[config.mk]
export PLATFORM = sky130hd
export DESIGN_NAME = pipelined_adder
export DESIGN_NICKNAME = d
export VERILOG_FILES = /design/src/rtl/pipelined_adder.sv
export SDC_FILE = /design/constraint.sdc
export NUM_CORES = 1
export LEC_CHECK = 0
export CELL_PAD_IN_SITES_DETAIL_PLACEMENT = 1
export CELL_PAD_IN_SITES_GLOBAL_PLACEMENT = 2
export CORE_MARGIN = 10
export CORE_UTILIZATION = 37
export CTS_BUF_LIST = sky130_fd_sc_hd__clkbuf_8
export DETAILED_ROUTE_END_ITERATION = 12
export PLACE_DENSITY = 0.82
export SYNTH_ARGS = -nofsm -noshare
export SYNTH_HDL_FRONTEND = slang
export SYNTH_SLANG_ARGS = --single-unit
[constraint.sdc]
create_clock -name clk -period 3.5 [get_ports clk]
set_input_delay 0.7 -clock clk [delete_from_list [all_inputs] [get_ports clk]]
set_output_delay 0.7 -clock clk [all_outputs]
set_load 0.02 [all_outputs]
[src/rtl/pipelined_adder.sv]
// pipelined_adder: WIDTH-bit add/sub split into STAGES registered ripple slices.
// Macro PIPELINED_ADDER_SAT_EN enables a saturating unsigned result at the output.
module pipelined_adder #(
    parameter int WIDTH  = 32,
    parameter int STAGES = 4
) (
    input  logic             clk,
    input  logic             rst_n,
    input  logic             in_valid,
    output logic             in_ready,
    input  logic [WIDTH-1:0] in1,
    input  logic [WIDTH-1:0] in2,
    input  logic             c_in,
    input  logic             sub,
    output logic             out_valid,
    input  logic             out_ready,
    output logic [WIDTH-1:0] sum,
    output logic             c_out,
    output logic             ovf
);
    localparam int SW = WIDTH / STAGES;

    logic adv;

    for (genvar k = 0; k < STAGES; k++) begin : g_stage
        logic             v_d;
        logic [WIDTH-1:0] a_d;
        logic [WIDTH-1:0] b_d;
        logic [WIDTH-1:0] s_d;
        logic             c_d;
        logic             sub_d;

        logic [WIDTH-1:0] s_n;
        logic             c_n;
        logic             m_n;
        logic             cy;

        logic             v_q;
        logic [WIDTH-1:0] a_q;
        logic [WIDTH-1:0] b_q;
        logic [WIDTH-1:0] s_q;
        logic             c_q;
        logic             m_q;
        logic             sub_q;

        if (k == 0) begin : g_head
            assign v_d   = in_valid;
            assign a_d   = in1;
            assign b_d   = sub ? ~in2 : in2;
            assign s_d   = '0;
            assign c_d   = sub | c_in;
            assign sub_d = sub;
        end else begin : g_body
            assign v_d   = g_stage[k-1].v_q;
            assign a_d   = g_stage[k-1].a_q;
            assign b_d   = g_stage[k-1].b_q;
            assign s_d   = g_stage[k-1].s_q;
            assign c_d   = g_stage[k-1].c_q;
            assign sub_d = g_stage[k-1].sub_q;
        end

        // Full-adder ripple across this stage's slice; m_n is the carry into the slice MSB
        always_comb begin
            cy  = c_d;
            m_n = c_d;
            s_n = s_d;
            for (int i = 0; i < SW; i++) begin
                m_n = cy;
                s_n[k*SW+i] = a_d[k*SW+i] ^ b_d[k*SW+i] ^ cy;
                cy = (a_d[k*SW+i] & b_d[k*SW+i])
                   | (cy & (a_d[k*SW+i] ^ b_d[k*SW+i]));
            end
            c_n = cy;
`ifdef PIPELINED_ADDER_SAT_EN
            if (k == STAGES - 1) begin
                if (!sub_d && cy) begin
                    s_n = '1;
                end else if (sub_d && !cy) begin
                    s_n = '0;
                end
            end
`endif
        end

        // Stage register: whole pipe holds on stall; data only loads for real items
        always_ff @(posedge clk or negedge rst_n) begin
            if (!rst_n) begin
                v_q   <= 1'b0;
                a_q   <= '0;
                b_q   <= '0;
                s_q   <= '0;
                c_q   <= 1'b0;
                m_q   <= 1'b0;
                sub_q <= 1'b0;
            end else if (adv) begin
                v_q <= v_d;
                if (v_d) begin
                    a_q   <= a_d;
                    b_q   <= b_d;
                    s_q   <= s_n;
                    c_q   <= c_n;
                    m_q   <= m_n;
                    sub_q <= sub_d;
                end
            end
        end
    end

    assign out_valid = g_stage[STAGES-1].v_q;
    assign adv       = !out_valid || out_ready;
    assign in_ready  = adv;
    assign sum       = g_stage[STAGES-1].s_q;
    assign c_out     = g_stage[STAGES-1].c_q;
    assign ovf       = g_stage[STAGES-1].m_q ^ g_stage[STAGES-1].c_q;

endmodule

==> results.sh, run 1 <==
export IMPL_outcome="complete, but fails checks"
export IMPL_violations="negative setup slack"
export IMPL_fin_nets=758
export IMPL_grt_pass1_vias=5423
export IMPL_crit_start="in2[1]"
export IMPL_multi_input_area_sq_mm=0.00317
export IMPL_place_area_sq_mm=0.00945
export IMPL_grtUsageMet3_pct=3.60
export IMPL_ys_types=19
export IMPL_synth_nets=644
export IMPL_syn_to_final_growth_pct=23.6
export IMPL_hold_buffers=0
export IMPL_cts_tree="yes"
export IMPL_area_sequential_sq_mm=0.00463
export IMPL_critical_path_max_stage_delay_ps=420
export IMPL_avgSynthCellArea_sq_um=14.8
export IMPL_n_fill_cell=2136
export IMPL_grt_first_pass_wirelength_microns=29500
export IMPL_critPathKind="input port to register"
export IMPL_clk_latency_ps=470
export IMPL_setup_tns_ps=-446
export IMPL_die_y_microns=167
export IMPL_max_freq_ghz=0.268
export IMPL_leakage_nw=4.27
export IMPL_crit_chain="clkdlybuf4s50_1 -> xnor2_1 -> fa_2 -> fa_2 -> fa_2 -> fa_2 -> fa_2 -> fa_2 -> inv_2 -> fa_2 -> mux2_4"
export IMPL_hpwl_microns=12600
export IMPL_synthCells=542
export IMPL_synth_seq_area_share_pct=57.5
export IMPL_ctsRootBufferMaster="clkbuf_8"
export IMPL_fin_area_sq_mm=0.00994
export IMPL_grt_use_total_pct=13.2
export IMPL_skew_ps=15.1
export IMPL_maxCapViolations=0
export IMPL_antenna_found_initial=0
export IMPL_die_area_sq_mm=0.0280
export IMPL_clockBufferDepth=2
export IMPL_post_drt_wl_per_cell_microns=19.1
export IMPL_fin_crit_ps=3740
export IMPL_ant_nets=0
export IMPL_cts_buffers_inserted=17
export IMPL_grt_met2_usage_pct=23.7
export IMPL_max_slew_margin_pct=54.9
export IMPL_final_max_slew_viol_count=0
export IMPL_h_tree_depth=4
export IMPL_initial_core_util_pct=37.9
export IMPL_ys_seq_elements=185
export IMPL_timing_rr_start="g_stage[0].c_q$_DFFE_PN0P_"
export IMPL_grt_busiest_layer="met2"
export IMPL_insertedDiodeCount=0
export IMPL_std_cell_rows=53
export IMPL_holdWs_ps=257
export IMPL_worst_slew_pin_slew_ps=676
export IMPL_async_reset_ff_share_pct=100
export IMPL_die_w_microns=167
export IMPL_io_buffers=105
export IMPL_vias_per_cell=4.74
export IMPL_worstHoldPathType="input port to asynchronous set/reset pin"
export IMPL_synth_top_cell_area_share_pct=57.5
export IMPL_synth_area_leader_cell="dfrtp_1"
export IMPL_cp_endpoint="g_stage[0].s_q[7]$_DFFE_PN0P_"
export IMPL_cp_end_kind="register"
export IMPL_routed_wl_microns=18000
export IMPL_peakVddDrop_v=0.000271
export IMPL_synthesis_area_sq_mm=0.00805
export IMPL_grt_max_degree=83
export IMPL_layout_setup_ws_ps=-236
export IMPL_worst_path_most_repeated_cell="fa_2"
export IMPL_ios=106
export IMPL_layout_drive_gt1_share_pct=35.6
export IMPL_rsz0062_at_grt="true"
export IMPL_grt_overflow_total=0
export IMPL_synthTopCellsByArea="dfrtp_1 (58%), mux2_2 (17%), fa_1 (8.0%)"
export IMPL_report_final_setup_viol=4
export IMPL_vias=4471
export IMPL_yosysMostFrequentCell="dfrtp_1"
export IMPL_path_max_fanout=1
export IMPL_fin_crit_sh_pct=107
export IMPL_clk_pin_slew_worst_paths_ps=100
export IMPL_global_route_usage_met1_pct=15.0
export IMPL_synth_common_cells="dfrtp_1 (185), mux2_2 (119), inv_1 (45), a21oi_1 (44), fa_1 (32)"
export IMPL_synth_flop_cell="dfrtp_1"
export IMPL_drc=0
export IMPL_worstPathRequired_ps=3860
export IMPL_drtIter0Drc=232
export IMPL_reg2reg_slack_ps=-130
export IMPL_synth_edf_count=0
export IMPL_core_sq_mm=0.0212
export IMPL_drt_first_pass_iters=4
export IMPL_cts_sinks=185
export IMPL_arrival_ps=4100
export IMPL_slowest_stage="fa_2"
export IMPL_hold_violations=0
export IMPL_power_density_mw_per_mm2=886
export IMPL_r2r_end="g_stage[1].s_q[15]$_DFFE_PN0P_"
export IMPL_worstSetupStartpointType="input port"
export IMPL_yosysWarnings=0
export IMPL_gp_congestion=0.764
export IMPL_ff2ff_path_depth=12
[report_power, final]
part           leakage [nW]  total [W]  internal, W  switching [W]
registers              2.14    0.00374      0.00313       0.000604
clock network         0.217    0.00146     0.000710       0.000755
logic                  1.92    0.00361      0.00202        0.00159
[metal layers]
metal	up-vias	part of all wire [%]
met5	-	0
met4	0	0.87
met2	67	53
li1	2024	-
met3	9	3.9
met1	2371	42
[placed cells by master, fill, tap and decap left out, types with 5 or more instances in the layout]
master,n
a21oi_1,44
buf_4,18
clkbuf_8,22
clkdlybuf4s50_1,99
dfrtp_1,185
fa_1,5
fa_2,27
inv_1,36
inv_2,10
mux2_2,117
mux2_4,24
mux2i_1,14
o21ai_0,7
xnor2_1,28
[state kept, by name (all words and copies together), names as in the netlist]
| register | flops |
|---|---|
| g_stage.a_q | 48 |
| g_stage.m_q | 1 |
| g_stage.c_q | 3 |
| g_stage.s_q | 48 |
| sum | 32 |
| g_stage.v_q | 3 |
| out_valid | 1 |
| g_stage.b_q | 48 |
| c_out | 1 |
[final cells by class]
| class | instances | share of cell area, % |
|---|---|---|
| Clock buffer | 21 | 2.91 |
| Clock inverter | 11 | 1.20 |
| Multi-Input combinational cell | 283 | 31.9 |
| Sequential cell | 185 | 46.6 |
| Timing Repair Buffer | 124 | 12.3 |
| Tap cell | 275 | 3.46 |
| Inverter | 45 | 1.70 |
[cells by family after synthesis]
logic type	Yosys count	synth area share, %
DFF	185	57.5
muxes	155	22.5
buffers and inverters	74	4.37
AOI/OAI and AO/OA	51	3.17
xor gates and xnor gates	33	3.59
adders and majority gates	32	7.96
and+or+nand+nor	12	0.871
[through the flow]
step           total power (W)  util [%]  worst slack (ps)  std cells
5_1_grt                0.00949      46.9              -291        944
4_1_cts                0.00897      46.8              -238        943
3_3_place_gp           0.00716      44.5              -996        909
3_5_place_dp           0.00741      44.5             -1140        909
6_report               0.00881      46.9              -236        944
2_1_floorplan          0.00600         -              -710        542
[critical path, delay by kind of cell]
family     cells  cell delay [ps]
xor+xnor       1              140
fa+ha+maj      7             2510
buf+inv        2              470
mux            1              260
[what timing repair did]
item	4_1_cts	5_1_grt
pin swaps	7	0
endpoints found under the setup margin	7	5
setup buffers	2	1
hold endpoints to repair	0	0
gates resized for setup	30	6
[worst min path at each step]
stage,startpoint,endpoint,slack [ps],cells past startpoint
after floorplan,rst_n,c_out$_DFFE_PN0P_,400,0
after global placement,g_stage[1].a_q[31]$_DFFE_PN0P_,g_stage[1].a_q[31]$_DFFE_PN0P_,480,1
after detailed placement,g_stage[2].v_q$_DFFE_PN0N_,out_valid$_DFFE_PN0N_,490,2
after CTS,rst_n,g_stage[0].a_q[31]$_DFFE_PN0P_,280,1
after global routing,rst_n,g_stage[0].a_q[31]$_DFFE_PN0P_,290,1
final,rst_n,g_stage[0].a_q[31]$_DFFE_PN0P_,260,1
(Power assumes the default switching activity.)
==> run 2, diff against run 1 <==
--- a/config.mk
+++ b/config.mk
@@ -5,6 +5,7 @@
 export SDC_FILE = /design/constraint.sdc
 export NUM_CORES = 1
 export LEC_CHECK = 0
+export ABC_CLOCK_PERIOD_IN_PS = 3500
 export CELL_PAD_IN_SITES_DETAIL_PLACEMENT = 1
 export CELL_PAD_IN_SITES_GLOBAL_PLACEMENT = 2
 export CORE_MARGIN = 10
@@ -15,3 +16,4 @@
 export SYNTH_ARGS = -nofsm -noshare
 export SYNTH_HDL_FRONTEND = slang
 export SYNTH_SLANG_ARGS = --single-unit
+export TNS_END_PERCENT = 1
==> run 2 against run 1 <==
Compared with the run above: the run still ends with negative setup slack left; highest routed layer unchanged; global-route usage shrank 0.13 points; final cell count shrank 0.21%; critical path type unchanged; combinational power shrank 2%; final area shrank 0.29%; critical path depth up 2.
==> results.sh, run 2 (synthesis gave the netlist of run 1 again) <==
export IMPL_path_max_fanout=1
export IMPL_clk_pin_slew_worst_paths_ps=100
export IMPL_timing_rr_start="g_stage[2].c_q$_DFFE_PN0P_"
export IMPL_worst_path_most_repeated_cell="fa_2"
export IMPL_cts_sinks=185
export IMPL_final_max_slew_viol_count=0
export IMPL_core_sq_mm=0.0212
export IMPL_ctsRootBufferMaster="clkbuf_8"
export IMPL_die_area_sq_mm=0.0280
export IMPL_post_drt_wl_per_cell_microns=19.0
export IMPL_layout_setup_ws_ps=-463
export IMPL_max_slew_margin_pct=59.8
export IMPL_max_freq_ghz=0.252
export IMPL_die_w_microns=167
export IMPL_grt_overflow_total=0
export IMPL_cts_tree="yes"
export IMPL_worstHoldPathType="input port to asynchronous set/reset pin"
export IMPL_hold_violations=0
export IMPL_outcome="complete, but fails checks"
export IMPL_worst_slew_pin_slew_ps=603
export IMPL_swShare_pct=33.4
export IMPL_crit_chain="clkdlybuf4s50_1 -> or2_2 -> fa_2 -> inv_1 -> fa_2 -> fa_2 -> fa_2 -> fa_2 -> fa_2 -> fa_2 -> inv_2 -> fa_1 -> mux2_4"
export IMPL_grt_use_total_pct=13.1
export IMPL_p_seq_share_pct=42.4
export IMPL_fin_area_sq_mm=0.00991
export IMPL_clockBufferDepth=2
export IMPL_path_buf_inv=3
export IMPL_hpwl_microns=12700
export IMPL_h_tree_depth=4
export IMPL_grt_max_degree=77
export IMPL_initial_core_util_pct=37.9
export IMPL_cp_endpoint="g_stage[0].s_q[7]$_DFFE_PN0P_"
export IMPL_drc=0
export IMPL_skew_ps=11.7
export IMPL_p_switching_w=0.00295
export IMPL_place_area_sq_mm=0.00943
export IMPL_gp_congestion=0.776
export IMPL_crit_start="c_in"
export IMPL_fin_crit_sh_pct=113
export IMPL_routed_wl_microns=17900
export IMPL_clk_latency_ps=460
export IMPL_vias=4488
export IMPL_p_int_w=0.00589
export IMPL_reg2reg_slack_ps=-60
export IMPL_holdWs_ps=250
export IMPL_pwr_share_comb_pct=40.1
export IMPL_drt_first_pass_iters=4
export IMPL_std_cell_rows=53
export IMPL_crit_family="adder cells"
export IMPL_r2r_end="sum[31]$_DFFE_PN0P_"
export IMPL_syn_to_final_growth_pct=23.2
export IMPL_cts_buffers_inserted=17
export IMPL_layout_drive_gt1_share_pct=34.2
export IMPL_n_fill_cell=2126
export IMPL_insertedDiodeCount=0
export IMPL_cp_end_kind="register"
export IMPL_top_regs="g_stage.a_q x48, g_stage.b_q x48, g_stage.s_q x48"
export IMPL_p_clk_share_pct=17.5
export IMPL_slowest_stage="clkdlybuf4s50_1"
export IMPL_maxCapViolations=0
export IMPL_ff2ff_path_depth=13
export IMPL_ios=106
export IMPL_ant_nets=0
export IMPL_arrival_ps=4310
export IMPL_io_buffers=105
export IMPL_final_cell_mix="dfrtp_1 (185), mux2_2 (118), clkdlybuf4s50_1 (102), a21oi_1 (44), inv_1 (39)"
export IMPL_fin_nets=756
export IMPL_antenna_found_initial=0
export IMPL_die_y_microns=167
export IMPL_rsz0062_at_grt="true"
export IMPL_leakage_nw=4.24
export IMPL_worstPathRequired_ps=3850
export IMPL_power_density_mw_per_mm2=892
export IMPL_layout_commonest_cell="dfrtp_1"
export IMPL_worstSetupStartpointType="input port"
export IMPL_drtIter0Drc=186
export IMPL_peakVddDrop_v=0.000296
export IMPL_grt_first_pass_wirelength_microns=29000
export IMPL_critPathKind="input port to register"
export IMPL_path_depth=13
export IMPL_violations="negative setup slack"
export IMPL_fin_crit_ps=3960
export IMPL_critical_path_max_stage_delay_ps=450
export IMPL_grt_pass1_vias=5257
export IMPL_vias_per_cell=4.76
export IMPL_report_final_setup_viol=6
[run 2: cell count changes in the layout (fill, tap and decap cells not counted), moves of 3 or more]
cell / previous run / this run
clkinv_4: 3 / 0
fa_1: 5 / 9
fa_2: 27 / 23
clkinvlp_4: 0 / 4
clkdlybuf4s50_1: 99 / 102
clkbuf_8: 22 / 18
inv_1: 36 / 39
buf_4: 18 / 15
inv_2: 10 / 6
[run 2: cell type report]
class	count	area, sq um	share of cell area [%]
Tap cell	275	344	3.47
Timing Repair Buffer	122	1200	12.1
Inverter	45	169	1.70
Multi-Input combinational cell	283	3140	31.7
Sequential cell	185	4630	46.7
Clock buffer	17	234	2.36
Clock inverter	15	196	1.98
[run 2: worst min path at each step]
stage	startpoint	end	cells after the start
finish	rst_n	sum[31]$_DFFE_PN0P_	1
global route	rst_n	sum[1]$_DFFE_PN0P_	1
CTS	rst_n	sum[31]$_DFFE_PN0P_	1
detailed placement	g_stage[1].b_q[27]$_DFFE_PN0P_	g_stage[1].b_q[27]$_DFFE_PN0P_	1
global placement	g_stage[2].v_q$_DFFE_PN0N_	out_valid$_DFFE_PN0N_	2
floorplan	rst_n	c_out$_DFFE_PN0P_	0
[run 2: metrics by stage]
stage	util (%)	power [W]	setup slack [ps]	TNS [ps]	std cells
3_3_place_gp	44.4	0.00713	-1090	-3800	910
5_1_grt	46.7	0.00954	-535	-1310	942
6_report	46.7	0.00884	-463	-598	942
4_1_cts	46.7	0.00900	-448	-915	942
2_1_floorplan	-	0.00597	-835	-1790	542
3_5_place_dp	44.4	0.00737	-1290	-4950	910
[run 2: power by group through the flow]
stage | Sequential, W | Clock (W) | Combinational, W
3_5_place_dp | 0.00379 | 0 | 0.00358
2_1_floorplan | 0.00383 | 0 | 0.00214
3_3_place_gp | 0.00372 | 0 | 0.00341
5_1_grt | 0.00389 | 0.00170 | 0.00395
6_report | 0.00374 | 0.00155 | 0.00355
4_1_cts | 0.00377 | 0.00160 | 0.00364
[run 2: timing repair]
item / 4_1_cts / 5_1_grt
hold buffers: 0 / 0
pin swaps: 2 / 1
buffers inserted: 0 / 0
endpoints found under the setup margin: 11 / 9
resized for setup: 21 / 6
[run 2: per-layer routing]
layer	part of all wire, %	track usage, %	routed length [microns]	vias to the layer above
met2	53	23.1	9550	81
met5	0	0	0	-
met4	1.5	4.35	276	0
met1	41	15.0	7330	2377
li1	-	-	-	2012
met3	4.0	3.30	706	18
==> run 3, diff against run 2 <==
--- a/config.mk
+++ b/config.mk
@@ -6,6 +6,7 @@
 export NUM_CORES = 1
 export LEC_CHECK = 0
 export ABC_CLOCK_PERIOD_IN_PS = 3500
+export CAP_MARGIN = 20
 export CELL_PAD_IN_SITES_DETAIL_PLACEMENT = 1
 export CELL_PAD_IN_SITES_GLOBAL_PLACEMENT = 2
 export CORE_MARGIN = 10
@@ -13,6 +14,7 @@
 export CTS_BUF_LIST = sky130_fd_sc_hd__clkbuf_8
 export DETAILED_ROUTE_END_ITERATION = 12
 export PLACE_DENSITY = 0.82
+export SKIP_LAST_GASP = 1
 export SYNTH_ARGS = -nofsm -noshare
 export SYNTH_HDL_FRONTEND = slang
 export SYNTH_SLANG_ARGS = --single-unit
==> run 3 against run 2 <==
Compared with the run above: die area stayed put; the flow still finishes with violations (negative setup slack); clock skew is 1.2 ps higher; routed wire length decreased by 0.25%; setup slack got worse by 6.1 ps; combinational power decreased by 2%; largest power group unchanged; first-iteration DRC count is 0.54% lower.
==> results.sh, run 3 (synthesis gave the netlist of run 1 again) <==
export IMPL_routed_wl_microns=17800
export IMPL_critPathKind="input port to register"
export IMPL_ant_nets=0
export IMPL_worstSetupStartpointType="input port"
export IMPL_pwr_share_comb_pct=39.9
export IMPL_grt_pass1_vias=5249
export IMPL_post_cts_buffers=0
export IMPL_report_final_setup_viol=9
export IMPL_swShare_pct=33.3
export IMPL_p_switching_w=0.00292
export IMPL_drtIter0Drc=185
export IMPL_violations="negative setup slack"
export IMPL_grt_use_total_pct=13.0
export IMPL_max_slew_margin_pct=57.7
export IMPL_timing_rr_start="g_stage[1].b_q[16]$_DFFE_PN0P_"
export IMPL_worstPathRequired_ps=3850
export IMPL_cts_buffers_inserted=17
export IMPL_p_clk_share_pct=17.6
export IMPL_max_freq_ghz=0.252
export IMPL_reg2reg_slack_ps=-350
export IMPL_outcome="complete, but fails checks"
export IMPL_clockBufferDepth=2
export IMPL_cp_end_kind="register"
export IMPL_multi_input_area_sq_mm=0.00310
export IMPL_grt_overflow_total=0
export IMPL_ctsRootBufferMaster="clkbuf_8"
export IMPL_rsz0062_at_grt="true"
export IMPL_finalPower_w=0.00877
export IMPL_hold_violations=0
export IMPL_drt_first_pass_iters=4
export IMPL_hpwl_microns=12700
export IMPL_cp_endpoint="g_stage[0].s_q[7]$_DFFE_PN0P_"
export IMPL_cts_tree="yes"
export IMPL_peakVddDrop_v=0.000296
export IMPL_p_int_w=0.00585
export IMPL_holdWs_ps=241
export IMPL_final_cell_mix="dfrtp_1 (185), mux2_2 (119), clkdlybuf4s50_1 (102), inv_1 (45), a21oi_1 (44)"
export IMPL_ff2ff_path_depth=12
export IMPL_final_max_slew_viol_count=0
export IMPL_antenna_found_initial=0
export IMPL_gp_congestion=0.776
export IMPL_insertedDiodeCount=0
export IMPL_layout_commonest_cell="dfrtp_1"
export IMPL_path_max_fanout=1
export IMPL_core_sq_mm=0.0212
export IMPL_p_seq_share_pct=42.5
export IMPL_die_area_sq_mm=0.0280
export IMPL_worst_slew_pin_slew_ps=634
export IMPL_grt_first_pass_wirelength_microns=28900
export IMPL_maxCapViolations=0
export IMPL_crit_start="c_in"
export IMPL_fin_nets=756
export IMPL_worstHoldPathType="input port to asynchronous set/reset pin"
export IMPL_area_sequential_sq_mm=0.00463
export IMPL_vias_per_cell=4.74
export IMPL_syn_to_final_growth_pct=22.7
export IMPL_fin_crit_ps=3970
export IMPL_layout_drive_gt1_share_pct=31.0
export IMPL_arrival_ps=4320
export IMPL_post_drt_wl_per_cell_microns=18.9
export IMPL_die_y_microns=167
export IMPL_skew_ps=12.9
export IMPL_die_w_microns=167
export IMPL_std_cell_rows=53
export IMPL_vias=4469
export IMPL_h_tree_depth=4
export IMPL_n_fill_cell=2139
export IMPL_grt_max_degree=77
export IMPL_ios=106
export IMPL_drc=0
export IMPL_fin_util_pct=46.5
export IMPL_layout_setup_ws_ps=-469
export IMPL_power_density_mw_per_mm2=888
export IMPL_leakage_nw=4.26
export IMPL_fin_crit_sh_pct=113
export IMPL_clk_latency_ps=460
export IMPL_clk_pin_slew_worst_paths_ps=90
export IMPL_cts_sinks=185
export IMPL_r2r_end="g_stage[2].s_q[23]$_DFFE_PN0P_"
export IMPL_io_buffers=105
export IMPL_initial_core_util_pct=37.9
export IMPL_top_regs="g_stage.a_q x48, g_stage.b_q x48, g_stage.s_q x48"
## run 3: timing repair
| action | CTS | global route |
|---|---|---|
| hold buffers | 0 | 0 |
| setup endpoints to repair | 11 | 13 |
| pin swaps | 1 | 0 |
| resized for setup | 4 | 1 |
## run 3: layer usage
metal  vias to the layer above  global-route usage, %  wire length (microns)
met4                         0                   4.35                    274
li1                       2011                      -                      -
met1                      2359                   14.9                   7310
met2                        81                   23.1                   9530
met3                        18                   3.30                    697
met5                         -                      0                      0
## run 3: worst min path at each step
| stage | start | end | slack [ps] | depth (start not counted) |
|---|---|---|---|---|
| floorplan | rst_n | c_out$_DFFE_PN0P_ | 400 | 0 |
| global placement | g_stage[2].v_q$_DFFE_PN0N_ | out_valid$_DFFE_PN0N_ | 480 | 2 |
| detailed placement | g_stage[1].b_q[27]$_DFFE_PN0P_ | g_stage[1].b_q[27]$_DFFE_PN0P_ | 490 | 1 |
| CTS | rst_n | sum[31]$_DFFE_PN0P_ | 260 | 1 |
| global route | rst_n | sum[1]$_DFFE_PN0P_ | 260 | 1 |
| finish | rst_n | sum[1]$_DFFE_PN0P_ | 240 | 1 |
## run 3: layout make-up
class | count | area share (%)
Sequential cell | 185 | 46.9
Clock inverter | 15 | 1.99
Clock buffer | 17 | 2.37
Inverter | 45 | 1.71
Tap cell | 275 | 3.49
Timing Repair Buffer | 122 | 12.2
Multi-Input combinational cell | 283 | 31.4
## run 3: metrics by stage
step           cells  worst slack, ps  setup TNS [ps]  area (sq um)
2_1_floorplan    542             -835           -1790          8070
4_1_cts          942             -460           -2300          9870
6_report         942             -469           -1910          9870
3_3_place_gp     910            -1090           -3800          9430
5_1_grt          942             -546           -3440          9870
3_5_place_dp     910            -1290           -4950          9430
## run 3: power by group through the flow
stage	clock network [W]	registers (W)	logic (W)
2_1_floorplan	0	0.00383	0.00214
3_3_place_gp	0	0.00372	0.00341
3_5_place_dp	0	0.00379	0.00358
4_1_cts	0.00160	0.00375	0.00360
5_1_grt	0.00170	0.00387	0.00389
6_report	0.00155	0.00373	0.00349
## run 3: worst max-delay path: stages
cell and delay (ps):
clkdlybuf4s50_1 450, or2_2 120, fa_2 180, inv_1 60
fa_2 360, fa_2 340, fa_2 340, fa_2 340
fa_2 350, fa_2 330, inv_1 70, fa_1 400
mux2_2 280
